==> src/rtl/cacheline_adaptor.sv <==
// ---------------------------------------------------------------------------
// cacheline_adaptor
//
// Memory-side responder that sits behind the i-cache/d-cache arbiter. It takes
// one whole-cacheline read or write from the arbitrated cache port and turns
// it into a fixed-length burst of BEATS beats on the physical memory bus. When
// the burst is finished it raises resp_o for one cycle, and the arbiter uses
// that pulse to release its grant.
//
// Handshake semantics:
//   Cache side : read_i / write_i act as a level "valid". The requester holds
//                the request, along with address_i and line_i, until resp_o
//                pulses. The adaptor samples them only in IDLE. resp_o is the
//                single-cycle "done" and line_o is valid while it is high.
//                Requests present during DONE are ignored, so a request that
//                is still held at that point cannot relaunch until IDLE.
//   Memory side: read_o / write_o stay high for the whole burst. resp_i is a
//                per-beat strobe: each rising edge where it is high moves one
//                beat. burst_i is captured on that edge for reads, and
//                burst_o is presented throughout for writes. Low cycles on
//                resp_i are stalls.
//
// Ports:
//   clk, rst     clock; synchronous active-high reset
//   read_i       cacheline read request (held until resp_o)
//   write_i      cacheline write request (held until resp_o)
//   address_i    request byte address
//   line_i       cacheline write data
//   line_o       last completed read line (valid with resp_o)
//   resp_o       one-cycle completion pulse
//   read_o       memory burst read request
//   write_o      memory burst write request
//   address_o    line-aligned burst address
//   burst_o      write beat data
//   burst_i      read beat data
//   resp_i       memory beat strobe
//   state_o      debug view of the FSM state (IDLE=0, READ=1, WRITE=2, DONE=3)
// ---------------------------------------------------------------------------
module cacheline_adaptor #(
   parameter int LINE_WIDTH  = 256,
   parameter int BURST_WIDTH = 64,
   parameter int ADDR_WIDTH  = 32
) (
   input  logic                   clk,
   input  logic                   rst,
   input  logic                   read_i,
   input  logic                   write_i,
   input  logic [ADDR_WIDTH-1:0]  address_i,
   input  logic [LINE_WIDTH-1:0]  line_i,
   output logic [LINE_WIDTH-1:0]  line_o,
   output logic                   resp_o,
   output logic                   read_o,
   output logic                   write_o,
   output logic [ADDR_WIDTH-1:0]  address_o,
   output logic [BURST_WIDTH-1:0] burst_o,
   input  logic [BURST_WIDTH-1:0] burst_i,
   input  logic                   resp_i,
   output logic [1:0]             state_o
);

   localparam int BEATS       = LINE_WIDTH / BURST_WIDTH;
   localparam int OFFSET_BITS = $clog2(LINE_WIDTH / 8);
   localparam int CNT_W       = (BEATS > 1) ? $clog2(BEATS) : 1;

   localparam logic [CNT_W-1:0] LAST_BEAT = CNT_W'(BEATS - 1);
   localparam logic [CNT_W-1:0] CNT_ONE   = CNT_W'(1);

   // Masking the address, rather than slicing off its low bits, clears the
   // in-line byte offset and leaves every input bit in use.
   localparam logic [ADDR_WIDTH-1:0] LINE_MASK =
      {{(ADDR_WIDTH - OFFSET_BITS){1'b1}}, {OFFSET_BITS{1'b0}}};

   // A line viewed as an array of beats. Beat 0 is the lowest-order slice.
   typedef logic [BEATS-1:0][BURST_WIDTH-1:0] beats_t;

   typedef enum logic [1:0] {
      IDLE  = 2'd0,
      READ  = 2'd1,
      WRITE = 2'd2,
      DONE  = 2'd3
   } state_e;

   state_e                  state_q, state_d;
   logic [CNT_W-1:0]        cnt_q,   cnt_d;
   logic [ADDR_WIDTH-1:0]   addr_q,  addr_d;
   beats_t                  wbuf_q,  wbuf_d;   // write line captured at launch
   beats_t                  rbuf_q,  rbuf_d;   // read beats being assembled
   beats_t                  line_q,  line_d;   // last completed read line

   // ------------------------------------------------------------------------
   // State register
   // ------------------------------------------------------------------------
   always_ff @(posedge clk) begin
      if (rst) begin
         state_q <= IDLE;
         cnt_q   <= '0;
         addr_q  <= '0;
         wbuf_q  <= '0;
         rbuf_q  <= '0;
         line_q  <= '0;
      end else begin
         state_q <= state_d;
         cnt_q   <= cnt_d;
         addr_q  <= addr_d;
         wbuf_q  <= wbuf_d;
         rbuf_q  <= rbuf_d;
         line_q  <= line_d;
      end
   end

   // ------------------------------------------------------------------------
   // Next-state logic
   // ------------------------------------------------------------------------
   always_comb begin
      state_d = state_q;
      cnt_d   = cnt_q;
      addr_d  = addr_q;
      wbuf_d  = wbuf_q;
      rbuf_d  = rbuf_q;
      line_d  = line_q;

      unique case (state_q)
         IDLE: begin
            // Write wins if both requests are asserted, so an illegal
            // double request still runs a single transaction to completion.
            if (write_i) begin
               wbuf_d  = line_i;
               addr_d  = address_i & LINE_MASK;
               cnt_d   = '0;
               state_d = WRITE;
            end else if (read_i) begin
               addr_d  = address_i & LINE_MASK;
               cnt_d   = '0;
               state_d = READ;
            end
         end

         READ: begin
            if (resp_i) begin
               rbuf_d[cnt_q] = burst_i;
               if (cnt_q == LAST_BEAT) begin
                  // Publish the whole line only when its final beat lands,
                  // so line_o keeps the previous line for the whole burst.
                  line_d  = rbuf_d;
                  cnt_d   = '0;
                  state_d = DONE;
               end else begin
                  cnt_d = cnt_q + CNT_ONE;
               end
            end
         end

         WRITE: begin
            if (resp_i) begin
               if (cnt_q == LAST_BEAT) begin
                  cnt_d   = '0;
                  state_d = DONE;
               end else begin
                  cnt_d = cnt_q + CNT_ONE;
               end
            end
         end

         DONE: begin
            // Return unconditionally. A held request is not looked at until
            // the next IDLE cycle.
            state_d = IDLE;
         end

         default: begin
            state_d = IDLE;
         end
      endcase
   end

   // ------------------------------------------------------------------------
   // Outputs: decoded from state or driven straight from registers, so there
   // is no path from the request inputs to the memory side.
   // ------------------------------------------------------------------------
   assign read_o    = (state_q == READ);
   assign write_o   = (state_q == WRITE);
   assign resp_o    = (state_q == DONE);
   assign address_o = addr_q;
   assign line_o    = line_q;
   assign burst_o   = (state_q == WRITE) ? wbuf_q[cnt_q] : '0;
   assign state_o   = state_q;

endmodule

==> config.mk <==
export PLATFORM = sky130hd
export DESIGN_NAME = cacheline_adaptor
export DESIGN_NICKNAME = d
export VERILOG_FILES = /design/src/rtl/cacheline_adaptor.sv
export SDC_FILE = /design/constraint.sdc
export NUM_CORES = 2
export LEC_CHECK = 0
export BUFFER_PORTS_ARGS = -buffer_cell sky130_fd_sc_hd__buf_2
export CORE_AREA = 2 2 275 277
export CTS_CLUSTER_DIAMETER = 100
export CTS_CLUSTER_SIZE = 25
export DETAILED_ROUTE_END_ITERATION = 16
export DIE_AREA = 0 0 277 279
export HOLD_SLACK_MARGIN = 0.12
export PLACE_DENSITY = 0.75
export SETUP_SLACK_MARGIN = 0.15
export SYNTH_ARGS = -nofsm -noshare
export SYNTH_HDL_FRONTEND = slang
export SYNTH_SLANG_ARGS = --single-unit
==> constraint.sdc <==
create_clock -name clk -period 2 [get_ports clk]
set_clock_uncertainty 0.15 [all_clocks]
set_input_delay 0.3 -clock clk [delete_from_list [all_inputs] [get_ports clk]]
set_output_delay 0.3 -clock clk [all_outputs]
set_load 0.1 [all_outputs]
==> impl_metrics.ini <==
[outcome]
status = finished, violations left
violations = setup timing

[min_path]
hold_path_end = cnt_q[0]
hp-class = in -> reg
whs_path_depth = 4
hp-start = resp_i

[cells_and_area]
syn2layout_area_growth_pct = 60.40
n_fill_cell = 4775
drive_above_1_share = 0.4038
fin_area_sq_um = 47630
nets = 4932

[cts]
clk_latency_ns = 0.61
clkTransAtPathRegs_ns = 0.11
cts_sinks = 735
cts_tree = built
htreeDepth = 2
cts_buffer_depth = 3
cts_root_buffer = clkbuf_16
cts_buffers = 37

[routing]
wirelength_microns = 139100
drc = 0
dr.pass1.iters = 7
vias = 33192
drt-initial-drc-count = 3689
ant_nets = 0
routedWlPerCell_microns = 25.05
via_per_inst = 5.976

[setup_path]
required_ns = 1.55
cp.arrival_ns = 2.28
r2r_cells = 14
cp-end-kind = primary output
crit_fanout = 6
cp-start-kind = register
critical_path_class = reg -> out
timing.rr.end = rbuf_q[104]
r2r-start = cnt_q[1]
reg2reg_slack_ns = -0.63

[timing]
finalSetupViolations = 522
worstMarginPinSlew_ns = 0.6581
setup_slack_ns = -0.7309
fin_crit_ns = 2.731
fin_crit_sh = 1.365
rsz0062_at_grt = yes
slew_viol_final = 0
fin_tns_setup_ns = -247.44
finalHoldViolCount = 0
relSlewSlack = 0.5643
fmax_ghz = 0.3662

[pwr]
p_int_mw = 25.75
leakage_nw = 18.88
p_clk_frac = 0.218
power_frac_comb = 0.371
netSwitchingFraction = 0.3684
irDropWorstVdd_mv = 0.8277
powerDensity_nw_per_um2 = 856.1
p_seq_frac = 0.411
p_sw_mw = 15.02

[synthesis]
synth_area_sq_um = 29690
synth_area_per_cell_sq_um = 8.748
synth_edf_count = 0
synthTopCellsByArea = dfxtp_1, nand2_1, a21oi_1
synth_top_area_share = 0.4956
yosysWarnings = 0
synth_most_common_cell = nand2_1
yosysTopAreaCell = dfxtp_1
synth_ff_type = dfxtp_1
synth_cells = 3394
ys_seq_elements = 735
synth_cell_types = 31
synth_common_cells = nand2_1, dfxtp_1, a21oi_1
postSynth.asyncResetShare = 0
yosysSeqAreaShare = 0.4956

[die]
fp.dieH_microns = 279
die-area_sq_um = 77280
design.core.area_sq_um = 74070
ios = 714
start_util = 0.4009
rows = 100
die_w_microns = 277

[global_route]
track_usage = 0.2961
grt_pass1_vias = 31117
grt_max_degree = 91
grt_overflow_total = 0
antenna_found_initial = 10
grt_pass1_wl_microns = 181400

[place]
placed_area_sq_um = 35700
portBuffers = 703
place_hpwl_microns = 66240
routabilityCongestion = 0.9155

[flow_run]
cap_violations = 0
## metal layers
| metal | GRT usage | wire (microns) | up-vias |
|---|---|---|---|
| met1 | 0.3438 | 46240 | 15561 |
| li1 | - | - | 13719 |
| met4 | 0.1820 | 13040 | 4 |
| met2 | 0.4935 | 64670 | 2905 |
| met5 | 0 | 22 | - |
| met3 | 0.07238 | 15160 | 1003 |
## critical path, cell delays in order (launching register included)
cell and delay (ns):
dfxtp_4 0.46, buf_6 0.13, buf_12 0.12, mux4_2 0.60, and2_4 0.21, buf_12 0.16
## stage by stage
stage | utilization | hold slack [ns] | worst slack, ns | instances | total power [mW]
floorplan | - | 0.2831 | -0.2373 | 3398 | 23.94
global placement | 0.4820 | 0.2883 | -0.1689 | 4977 | 27.41
detailed placement | 0.4820 | 0.2931 | -0.1746 | 4977 | 27.58
CTS | 0.5954 | 0.1400 | -0.6443 | 5482 | 38.28
global route | 0.6430 | 0.2414 | -0.7415 | 5554 | 41.76
finish | 0.6430 | 0.2312 | -0.7309 | 5554 | 40.77
## layout make-up
class | instances | area, sq um | area share
Sequential cell | 735 | 14730 | 0.3093
Timing Repair Buffer | 1421 | 14090 | 0.2958
Clock buffer | 42 | 997.2 | 0.02094
Clock inverter | 7 | 87.58 | 0.001839
Tap cell | 969 | 1212 | 0.02546
Inverter | 4 | 30.03 | 0.0006305
Antenna cell | 9 | 22.52 | 0.0004729
Multi-Input combinational cell | 2367 | 16460 | 0.3456
## state kept, by name (all words and copies together), names as in the netlist
register / flops
cnt_q: 2
wbuf_q: 256
line_o: 256
state_o: 2
address_o: 27
rbuf_q: 192
## worst max path at each step
stage	start	endpoint	depth (start not counted)
after floorplan	state_o[1]	burst_o[0]	4
after global placement	cnt_q[1]	burst_o[41]	4
after detailed placement	cnt_q[1]	burst_o[41]	4
after CTS	cnt_q[1]	burst_o[43]	5
after global routing	cnt_q[0]	burst_o[5]	5
final	cnt_q[0]	burst_o[5]	5
## power by group through the flow
stage	logic, mW	registers (mW)	clock network, mW
finish	15.1	16.8	8.88
global placement	10.6	16.8	0
detailed placement	10.8	16.8	0
CTS	13.0	16.5	8.77
global route	15.6	16.8	9.31
floorplan	6.32	17.6	0
## layout by cell type, fill, tap and decap left out, drive strengths merged, types with 7 or more instances in the layout
master       count
dlygate4sd3    351
a21oi          541
diode            9
nor2           194
and2            65
clkbuf          67
buf           1045
ha               9
mux4            64
mux2i          194
dfxtp          735
nand2         1081
inv              7
a211oi         192
## cell families (layout without fill, tap and decap cells)
kind of cell / Yosys count / in the layout / synth area share
muxes: 258 / 258 / 0.1139
buffers and inverters: 297 / 1474 / 0.04909
adders and majority gates: 9 / 9 / 0.003793
and+or+nand+nor: 1354 / 1355 / 0.1778
DFF: 735 / 735 / 0.4956
other: 1 / 14 / 0.0001263
AOI/OAI and AO/OA: 740 / 740 / 0.1597
## what timing repair did
action / CTS / global route
setup buffers: 53 / 35
pin swaps: 62 / 211
gates cloned: 52 / 28
endpoints found under the setup margin: 796 / 951
resized for setup: 528 / 621
hold endpoints to repair: 731 / 0
hold buffers: 351 / 0
Power figures use the tool's default switching activity.
